===== src/rtl/timing_recover.sv =====
// Video timing recovery: rebuilds row/col/pixel-valid from received syncs and
// data enable, and tracks lock against the expected active geometry.
module timing_recover #(
  parameter int unsigned H_ACTIVE    = 800,
  parameter int unsigned V_ACTIVE    = 600,
  parameter bit          SYNC_POL    = 1'b1,
  parameter int unsigned LOCK_FRAMES = 2
) (
  input  logic        clock,
  input  logic        reset,
  input  logic        hsync,
  input  logic        vsync,
  input  logic        vde,
  output logic [9:0]  row,
  output logic [9:0]  col,
  output logic        pix_valid,
  output logic        line_start,
  output logic        frame_start,
  output logic        locked,
  output logic        err_width,
  output logic        err_height,
  output logic [15:0] frame_count
);

  localparam int unsigned CNT_W  = 10;
  localparam int unsigned LEN_W  = 11;
  localparam int unsigned GOOD_W = 3;
  localparam int unsigned FC_W   = 16;

  localparam logic [CNT_W-1:0]  CNT_MAX   = '1;
  localparam logic [LEN_W-1:0]  H_LEN     = LEN_W'(H_ACTIVE);
  localparam logic [LEN_W-1:0]  V_LEN     = LEN_W'(V_ACTIVE);
  localparam logic [GOOD_W-1:0] GOOD_NEED = GOOD_W'(LOCK_FRAMES);

  typedef enum logic [1:0] {
    SEARCH  = 2'd0,
    MEASURE = 2'd1,
    LOCKED  = 2'd2
  } state_t;

  state_t            state;
  logic [GOOD_W-1:0] good_cnt;
  logic              frame_bad;

  logic hs_q1, vs_q1, de_q1;
  logic hs_q2, vs_q2, de_q2;

  logic             hs_edge, vs_edge, de_rise, de_fall;
  logic             checking, width_bad, height_bad, frame_ok;
  logic [LEN_W-1:0] line_len, lines_done;

  // Edge detection and geometry checks on the registered input stage
  always_comb begin
    hs_edge    = hs_q1 & ~hs_q2;
    vs_edge    = vs_q1 & ~vs_q2;
    de_rise    = de_q1 & ~de_q2;
    de_fall    = ~de_q1 & de_q2;
    checking   = (state != SEARCH);
    line_len   = LEN_W'(col) + LEN_W'(1);
    lines_done = LEN_W'(row) + LEN_W'(de_fall);
    width_bad  = de_fall && (line_len != H_LEN);
    height_bad = (lines_done != V_LEN);
    frame_ok   = !frame_bad && !width_bad && !height_bad;
  end

  always_ff @(posedge clock or posedge reset) begin
    if (reset) begin
      hs_q1       <= 1'b0;
      vs_q1       <= 1'b0;
      de_q1       <= 1'b0;
      hs_q2       <= 1'b0;
      vs_q2       <= 1'b0;
      de_q2       <= 1'b0;
      row         <= '0;
      col         <= '0;
      pix_valid   <= 1'b0;
      line_start  <= 1'b0;
      frame_start <= 1'b0;
      locked      <= 1'b0;
      err_width   <= 1'b0;
      err_height  <= 1'b0;
      frame_count <= '0;
      frame_bad   <= 1'b0;
      good_cnt    <= '0;
      state       <= SEARCH;
    end else begin
      // Syncs are normalised to active-high before the edge detector
      hs_q1 <= hsync ~^ SYNC_POL;
      vs_q1 <= vsync ~^ SYNC_POL;
      de_q1 <= vde;
      hs_q2 <= hs_q1;
      vs_q2 <= vs_q1;
      de_q2 <= de_q1;

      line_start  <= hs_edge;
      frame_start <= vs_edge;
      pix_valid   <= de_q1 && checking;
      err_width   <= checking && width_bad;
      err_height  <= checking && vs_edge && height_bad;
      locked      <= (state == LOCKED);

      if (de_q1) begin
        if (de_rise)              col <= '0;
        else if (col != CNT_MAX)  col <= col + CNT_W'(1);
      end

      // A vsync edge wins over a coincident line end
      if (vs_edge)                        row <= '0;
      else if (de_fall && row != CNT_MAX) row <= row + CNT_W'(1);

      if (vs_edge)        frame_bad <= 1'b0;
      else if (width_bad) frame_bad <= 1'b1;

      case (state)
        SEARCH: begin
          if (vs_edge) begin
            state    <= MEASURE;
            good_cnt <= '0;
          end
        end
        MEASURE: begin
          if (vs_edge) begin
            if (!frame_ok) begin
              good_cnt <= '0;
            end else if (good_cnt + GOOD_W'(1) == GOOD_NEED) begin
              state       <= LOCKED;
              good_cnt    <= '0;
              frame_count <= '0;
            end else begin
              good_cnt <= good_cnt + GOOD_W'(1);
            end
          end
        end
        LOCKED: begin
          if (width_bad || (vs_edge && height_bad)) state       <= SEARCH;
          else if (vs_edge)                         frame_count <= frame_count + FC_W'(1);
        end
        default: state <= SEARCH;
      endcase
    end
  end

endmodule


===== config.mk =====
export PLATFORM = sky130hd
export DESIGN_NAME = timing_recover
export DESIGN_NICKNAME = d
export VERILOG_FILES = /design/src/rtl/timing_recover.sv
export SDC_FILE = /design/constraint.sdc
export NUM_CORES = 1
export LEC_CHECK = 0
export ABC_AREA = 1
export BUFFER_PORTS_ARGS = -buffer_cell sky130_fd_sc_hd__buf_2
export CORE_UTILIZATION = 30
export DETAILED_ROUTE_END_ITERATION = 16
export GPL_TIMING_DRIVEN = 1
export PLACE_DENSITY = 0.44
export SYNTH_ARGS = -nofsm -noshare
export SYNTH_HDL_FRONTEND = slang
export SYNTH_SLANG_ARGS = --single-unit
export TNS_END_PERCENT = 100

===== constraint.sdc =====
create_clock -name clock -period 2.55 [get_ports clock]
set_input_delay 0.1275 -clock clock [delete_from_list [all_inputs] [get_ports clock]]
set_output_delay 0.1275 -clock clock [all_outputs]
set_load 0.005 [all_outputs]

==> results.sh, run 1 <==
export IMPL_outcome="finished clean"
export IMPL_synthesis_nets=449
export IMPL_die_w_um=105
export IMPL_synth_largest_type_area_fraction_pct=42.1
export IMPL_fin_crit_sh_pct=89.8
export IMPL_synth_seq_cells=54
export IMPL_area_growth_pct=24.4
export IMPL_max_cap_viol_count=0
export IMPL_hold_ws_ns=0.393
export IMPL_tritoncts="built"
export IMPL_maximum_level_of_the_cts_h_tree=2
export IMPL_fmax_mhz=437
export IMPL_routed_wl_per_cell_um=12.6
export IMPL_coreArea_sq_um=10300
export IMPL_synth_edf_count=0
export IMPL_tightestPinTransition_ns=0.635
export IMPL_timing_final_setup_violations=0
export IMPL_detailroute_via_count=3013
export IMPL_fin_nets=517
export IMPL_gr_total_overflow=0
export IMPL_crit_path_max_fanout=8
export IMPL_data_required_time_at_the_worst_endpoint_ns=2.81
export IMPL_global_route_peak_usage_layer="met2"
export IMPL_port_buffers=46
export IMPL_initial_core_util_pct=31.1
export IMPL_drt_total_wl_mm=8.07
export IMPL_layout_cells_most_common_list="nand2_1 (114), inv_1 (62), dfrtp_1 (52), buf_2 (46), nand3_1 (41)"
export IMPL_synth_seq_area_share_pct=42.1
export IMPL_proportion_of_power_drawn_by_flip_flops_and_latches_pct=43.7
export IMPL_grt_first_pass_wirelength_mm=13.6
export IMPL_drive_above_1_share_pct=22.3
export IMPL_post_synth_cell_area_avg_sq_um=7.34
export IMPL_vdd_drop_max_mv=0.256
export IMPL_crit_path_start_kind="flop"
export IMPL_first_global_vias=2839
export IMPL_drt_iter0_drc=103
export IMPL_m1_gr_usage_pct=20.8
export IMPL_std_cell_rows=37
export IMPL_slew_limit_headroom_pct=57.6
export IMPL_maxSlewViolCount=0
export IMPL_timing_clock_skew_ns=0.0125
export IMPL_time_the_worst_path_needs_with_i_o_delays_and_setup_ns=2.29
export IMPL_p_int_uw=1590
export IMPL_final_critical_path_setup_slack_ns=0.261
export IMPL_n_fill_cell=1103
export IMPL_dp_hpwl_mm=5.67
export IMPL_hold_class="flop to flop"
export IMPL_final_hold_violation_count=0
export IMPL_avgViaCountPerCell=4.69
export IMPL_switching_share_pct=37.2
export IMPL_mostFrequentLayoutCell="nand2_1"
export IMPL_dp_worst_slack_ns=-0.0345
export IMPL_timing_worst_setup_path_type="flop to flop"
export IMPL_die_y_um=105
export IMPL_postSynth_asyncResetShare_pct=100
export IMPL_clockBufferDepth=2
export IMPL_ys_warn_count=0
export IMPL_antenna_violations_before_repair=0
export IMPL_yosys_most_used_dff="dfrtp_1"
export IMPL_power_switching_uw=942
export IMPL_synth_top_cell_by_area="dfrtp_1"
export IMPL_endpoint_kind="flop"
export IMPL_first_pass_iters=4
export IMPL_synth_cell_type_count=37
export IMPL_leakagePower_uw=0.00191
export IMPL_clk_root_buffer_cell="clkbuf_8"
export IMPL_grtUsageMet3_pct=3.03
export IMPL_number_of_buffers_inserted_during_clock_tree_synthesis=5
export IMPL_clkSlewWorstSetupHoldPaths_ns=0.11
export IMPL_design_die_area_sq_um=11100
export IMPL_tritoncts_num_sinks=54
export IMPL_detail_route_antenna_nets=0
export IMPL_clkPwrFrac_pct=24.0
export IMPL_place_gp_congestion=0.830
export IMPL_postSynthCellCount=437
export IMPL_netlist_top_cells_area="dfrtp_1 (42%), nand2_1 (14%), inv_1 (7.4%)"
export IMPL_cp_arrival_ns=2.55
export IMPL_power_share_combinational_pct=32.3
export IMPL_grt_max_degree=29
export IMPL_n_antenna_cell=0
export IMPL_setup_tns_final_ns=0
export IMPL_total_i_o_pin_count=47
export IMPL_grt_met2_usage_pct=23.8
export IMPL_remaining_drc_errors=0
export IMPL_clock_latency_ns=0.32
export IMPL_grt_util_all_layers_pct=15.1
export IMPL_p_per_area_nw_per_um2=634
export IMPL_syn_area_sq_um=3210
==> worst max-delay path: stages, from the launching register on <==
cell and delay [ns]:
dfrtp_2 0.46, ha_1 0.25, nand3_2 0.12, inv_2 0.06
nand2_1 0.05, nand2_1 0.06, inv_1 0.05, nand2_1 0.05
nor2_1 0.12, nand3_1 0.13, nand2_2 0.16, nand3_1 0.13
nand2_4 0.17, buf_4 0.15, nand3_4 0.11, o21ai_2 0.14
==> worst paths after layout <==
check,endpoint,from,slack (ns),cells after the start
hold / removal,line_start,hs_q2,0.39,1
setup / recovery,frame_count[2],col[0],0.26,15
setup reg to reg,frame_count[2],col[0],0.26,15
min in group asynchronous,line_start,reset,0.41,3
max in group asynchronous,de_q1,reset,1.55,4
hold reg to reg,line_start,hs_q2,0.39,1
==> Yosys cell counts, drive strengths merged (5+ instances only) <==
master  count
nand2     123
inv        64
nor3       12
nand3b      5
nor2       43
o21ai      34
nand3      50
a21oi      11
ha          7
dfrtp      54
nand4      12
==> stage by stage <==
stage	utilization, %	instance area, sq um	cells	total power, uW
2_1_floorplan	-	3210	437	1540
3_3_place_gp	35.1	3620	619	1770
3_5_place_dp	35.1	3620	619	1770
4_1_cts	36.8	3800	632	2420
5_1_grt	38.7	3990	642	2730
6_report	38.7	3990	642	2530
==> per-layer routing <==
metal  vias to the layer above  routed length, um  part of all wire [%]
met5                         -                  0                     0
met2                        57               3630                    45
met4                         0                 80                  0.99
li1                       1558                  -                     -
met3                         7                284                   3.5
met1                      1391               4080                    51
==> logic make-up (layout without fill, tap and decap cells) <==
family                     count (synthesis)  count (layout)  synth area share (%)
AOI/OAI and AO/OA                         53              54                  10.0
xor gates and xnor gates                   2               2                 0.546
adders and majority gates                  7               7                  2.73
buffers and inverters                     73             138                  9.13
DFF                                       54              54                  42.1
and+or+nand+nor                          248             251                  35.5
==> power groups by stage <==
stage | Combinational, uW | Clock [uW] | Sequential (uW)
after floorplan | 438 | 0 | 1100
after global placement | 652 | 0 | 1120
after detailed placement | 652 | 0 | 1120
after CTS | 677 | 639 | 1110
after global routing | 937 | 670 | 1120
final | 818 | 608 | 1110
==> area by class of cell <==
| cell class | instances | area [sq um] | area share, % |
|---|---|---|---|
| multi-input cells | 314 | 1720 | 43.0 |
| inverters | 67 | 251 | 6.30 |
| well taps | 136 | 170 | 4.26 |
| clock buffers | 5 | 68.8 | 1.72 |
| repair buffers | 63 | 384 | 9.62 |
| clock inverters | 3 | 45.0 | 1.13 |
| flip-flops and latches | 54 | 1350 | 33.9 |
==> sequential cells by signal (all words and copies together) (netlist names), 2 cells and up <==
signal / flops
frame_count: 16
state: 2
col: 10
row: 10
good_cnt: 3
==> repair_timing <==
item | CTS | global route
pin swaps | 1 | 10
hold endpoints to repair | 29 | 0
cloned | 1 | 3
buffers inserted | 0 | 7
endpoints found under the setup margin | 16 | 21
hold buffers | 4 | 0
gates resized for setup | 1 | 25
(Power assumes the default switching activity.)
==> run 2: changes to the inputs <==
- BUFFER_PORTS_ARGS: -buffer_cell sky130_fd_sc_hd__buf_2 -> default
- DONT_BUFFER_PORTS: default -> 1
- PLACE_DENSITY: 0.44 -> 0.41
==> results.sh, run 2 (same netlist as run 1, synthesis figures left out) <==
export IMPL_slew_limit_headroom_pct=46.7
export IMPL_tritoncts="built"
export IMPL_initial_core_util_pct=31.1
export IMPL_max_cap_viol_count=0
export IMPL_gr_total_overflow=0
export IMPL_outcome="finished clean"
export IMPL_total_i_o_pin_count=47
export IMPL_tritoncts_num_sinks=54
export IMPL_number_of_buffers_inserted_during_clock_tree_synthesis=5
export IMPL_final_hold_violation_count=0
export IMPL_crit_path_max_fanout=10
export IMPL_critical_path_cell_count=16
export IMPL_drive_above_1_share_pct=12.3
export IMPL_fin_nets=467
export IMPL_dp_worst_slack_ns=-0.0338
export IMPL_data_required_time_at_the_worst_endpoint_ns=2.75
export IMPL_routed_wl_per_cell_um=13.7
export IMPL_time_the_worst_path_needs_with_i_o_delays_and_setup_ns=2.33
export IMPL_detail_route_antenna_nets=0
export IMPL_cp_arrival_ns=2.53
export IMPL_fin_area_sq_um=3660
export IMPL_final_critical_path_setup_slack_ns=0.220
export IMPL_remaining_drc_errors=0
export IMPL_grt_max_degree=32
export IMPL_drt_total_wl_mm=8.13
export IMPL_worstPathCellList="inv_1 > nor2_4 > ha_4 > nand2_2 > nor2_4 > nand2_1 > nand2_2 > nand3_1 > nand3b_1 > nor2_1 > nand3_1 > nand2_4 > buf_8 > nand3_1 > nand2_1 > inv_1"
export IMPL_hold_class="input pin to asynchronous set/reset pin"
export IMPL_layout_core_utilization_pct=35.5
export IMPL_clockBufferDepth=2
export IMPL_grt_util_all_layers_pct=14.5
export IMPL_p_per_area_nw_per_um2=641
export IMPL_die_y_um=105
export IMPL_dp_hpwl_mm=5.68
export IMPL_cp_most_frequent_cell="nand3_1"
export IMPL_timing_final_setup_violations=0
export IMPL_area_growth_pct=14.2
export IMPL_coreArea_sq_um=10300
export IMPL_fin_crit_sh_pct=91.4
export IMPL_clk_root_buffer_cell="clkbuf_8"
export IMPL_regMostFlops="frame_count"
export IMPL_first_pass_iters=5
export IMPL_crit_path_start_kind="flop"
export IMPL_max_stage_delay_ns=0.39
export IMPL_tightestPinTransition_ns=0.795
export IMPL_std_cell_rows=37
export IMPL_timing_clock_skew_ns=0.0183
export IMPL_first_global_vias=2566
export IMPL_n_antenna_cell=0
export IMPL_place_gp_congestion=0.847
export IMPL_endpoint_kind="flop"
export IMPL_worstRegToRegCells=16
export IMPL_design_die_area_sq_um=11100
export IMPL_hold_ws_ns=0.352
export IMPL_grt_first_pass_wirelength_mm=13.1
export IMPL_worstPathBufferInverterCount=3
export IMPL_maxSlewViolCount=0
export IMPL_slowest_stage="dfrtp_1"
export IMPL_port_buffers=0
export IMPL_fmax_mhz=429
export IMPL_postPlaceCellArea_sq_um=3390
export IMPL_crit_family="simple AND/OR/NAND/NOR gates"
export IMPL_timing_worst_setup_path_type="flop to flop"
export IMPL_detailroute_via_count=2839
export IMPL_die_w_um=105
export IMPL_largest_register_ff_count=16
export IMPL_maximum_level_of_the_cts_h_tree=2
export IMPL_vdd_drop_max_mv=0.360
export IMPL_clkSlewWorstSetupHoldPaths_ns=0.11
export IMPL_biggestRegsByFlops="frame_count x16, col x10, row x10"
export IMPL_avgViaCountPerCell=4.80
export IMPL_clock_latency_ns=0.31
export IMPL_antenna_violations_before_repair=0
export IMPL_mostFrequentLayoutCell="nand2_1"
export IMPL_drt_iter0_drc=149
export IMPL_leakagePower_uw=0.00166
export IMPL_layout_cells_most_common_list="nand2_1 (115), inv_1 (62), dfrtp_1 (51), nand3_1 (46), nor2_1 (37)"
-- run 2: worst reg2reg max path: stages, from the launching register on --
cell and delay, ns:
dfrtp_1 0.39, inv_1 0.09, nor2_4 0.19, ha_4 0.15
nand2_2 0.08, nor2_4 0.18, nand2_1 0.10, nand2_2 0.08
nand3_1 0.06, nand3b_1 0.15, nor2_1 0.09, nand3_1 0.13
nand2_4 0.16, buf_8 0.16, nand3_1 0.08, nand2_1 0.09
inv_1 0.04
-- run 2: layout make-up --
cell class	count	area, sq um
timing repair buffer	13	115
inverter	67	251
fill	1093	6660
multi-input combinational	314	1660
clock buffer	6	72.6
tap	136	170
sequential	54	1360
clock inverter	2	37.5
-- run 2: metal layers --
layer	up-vias	global-route usage [%]	share of wire, %
met2	50	22.2	45
met1	1328	20.7	51
met5	-	0	0
li1	1457	-	-
met3	4	3.28	3.7
met4	0	3.12	0.69
-- run 2: path summary, 6_finish.rpt --
path,end,start,slack (ns)
max reg2reg,frame_count[12],de_q2,0.22
min,line_start,reset,0.35
min reg2reg,hs_q2,hs_q1,0.38
max in group asynchronous,good_cnt[0],reset,1.52
max,frame_count[12],de_q2,0.22
min in group clock,vs_q1,vsync,0.37
-- run 2: power by group --
part	leakage [uW]	total (uW)	internal (uW)	switching, uW
logic	0.000899	618	203	415
registers	0.000707	1140	978	161
clock network	0.0000514	594	294	300
-- run 2: through the flow --
stage,cells,TNS [ns],total power [uW]
after global routing,592,-0.0199,2530
final,592,0,2350
after detailed placement,574,-0.145,1690
after CTS,586,0,2310
after floorplan,437,0,1540
after global placement,574,0,1700
-- run 2: repair_timing --
action | CTS | global route
resized for setup | 1 | 16
hold endpoints to repair | 32 | 0
pin swaps | 0 | 5
setup buffers | 0 | 2
hold buffers | 4 | 0
setup endpoints to repair | 16 | 21
cloned | 0 | 4
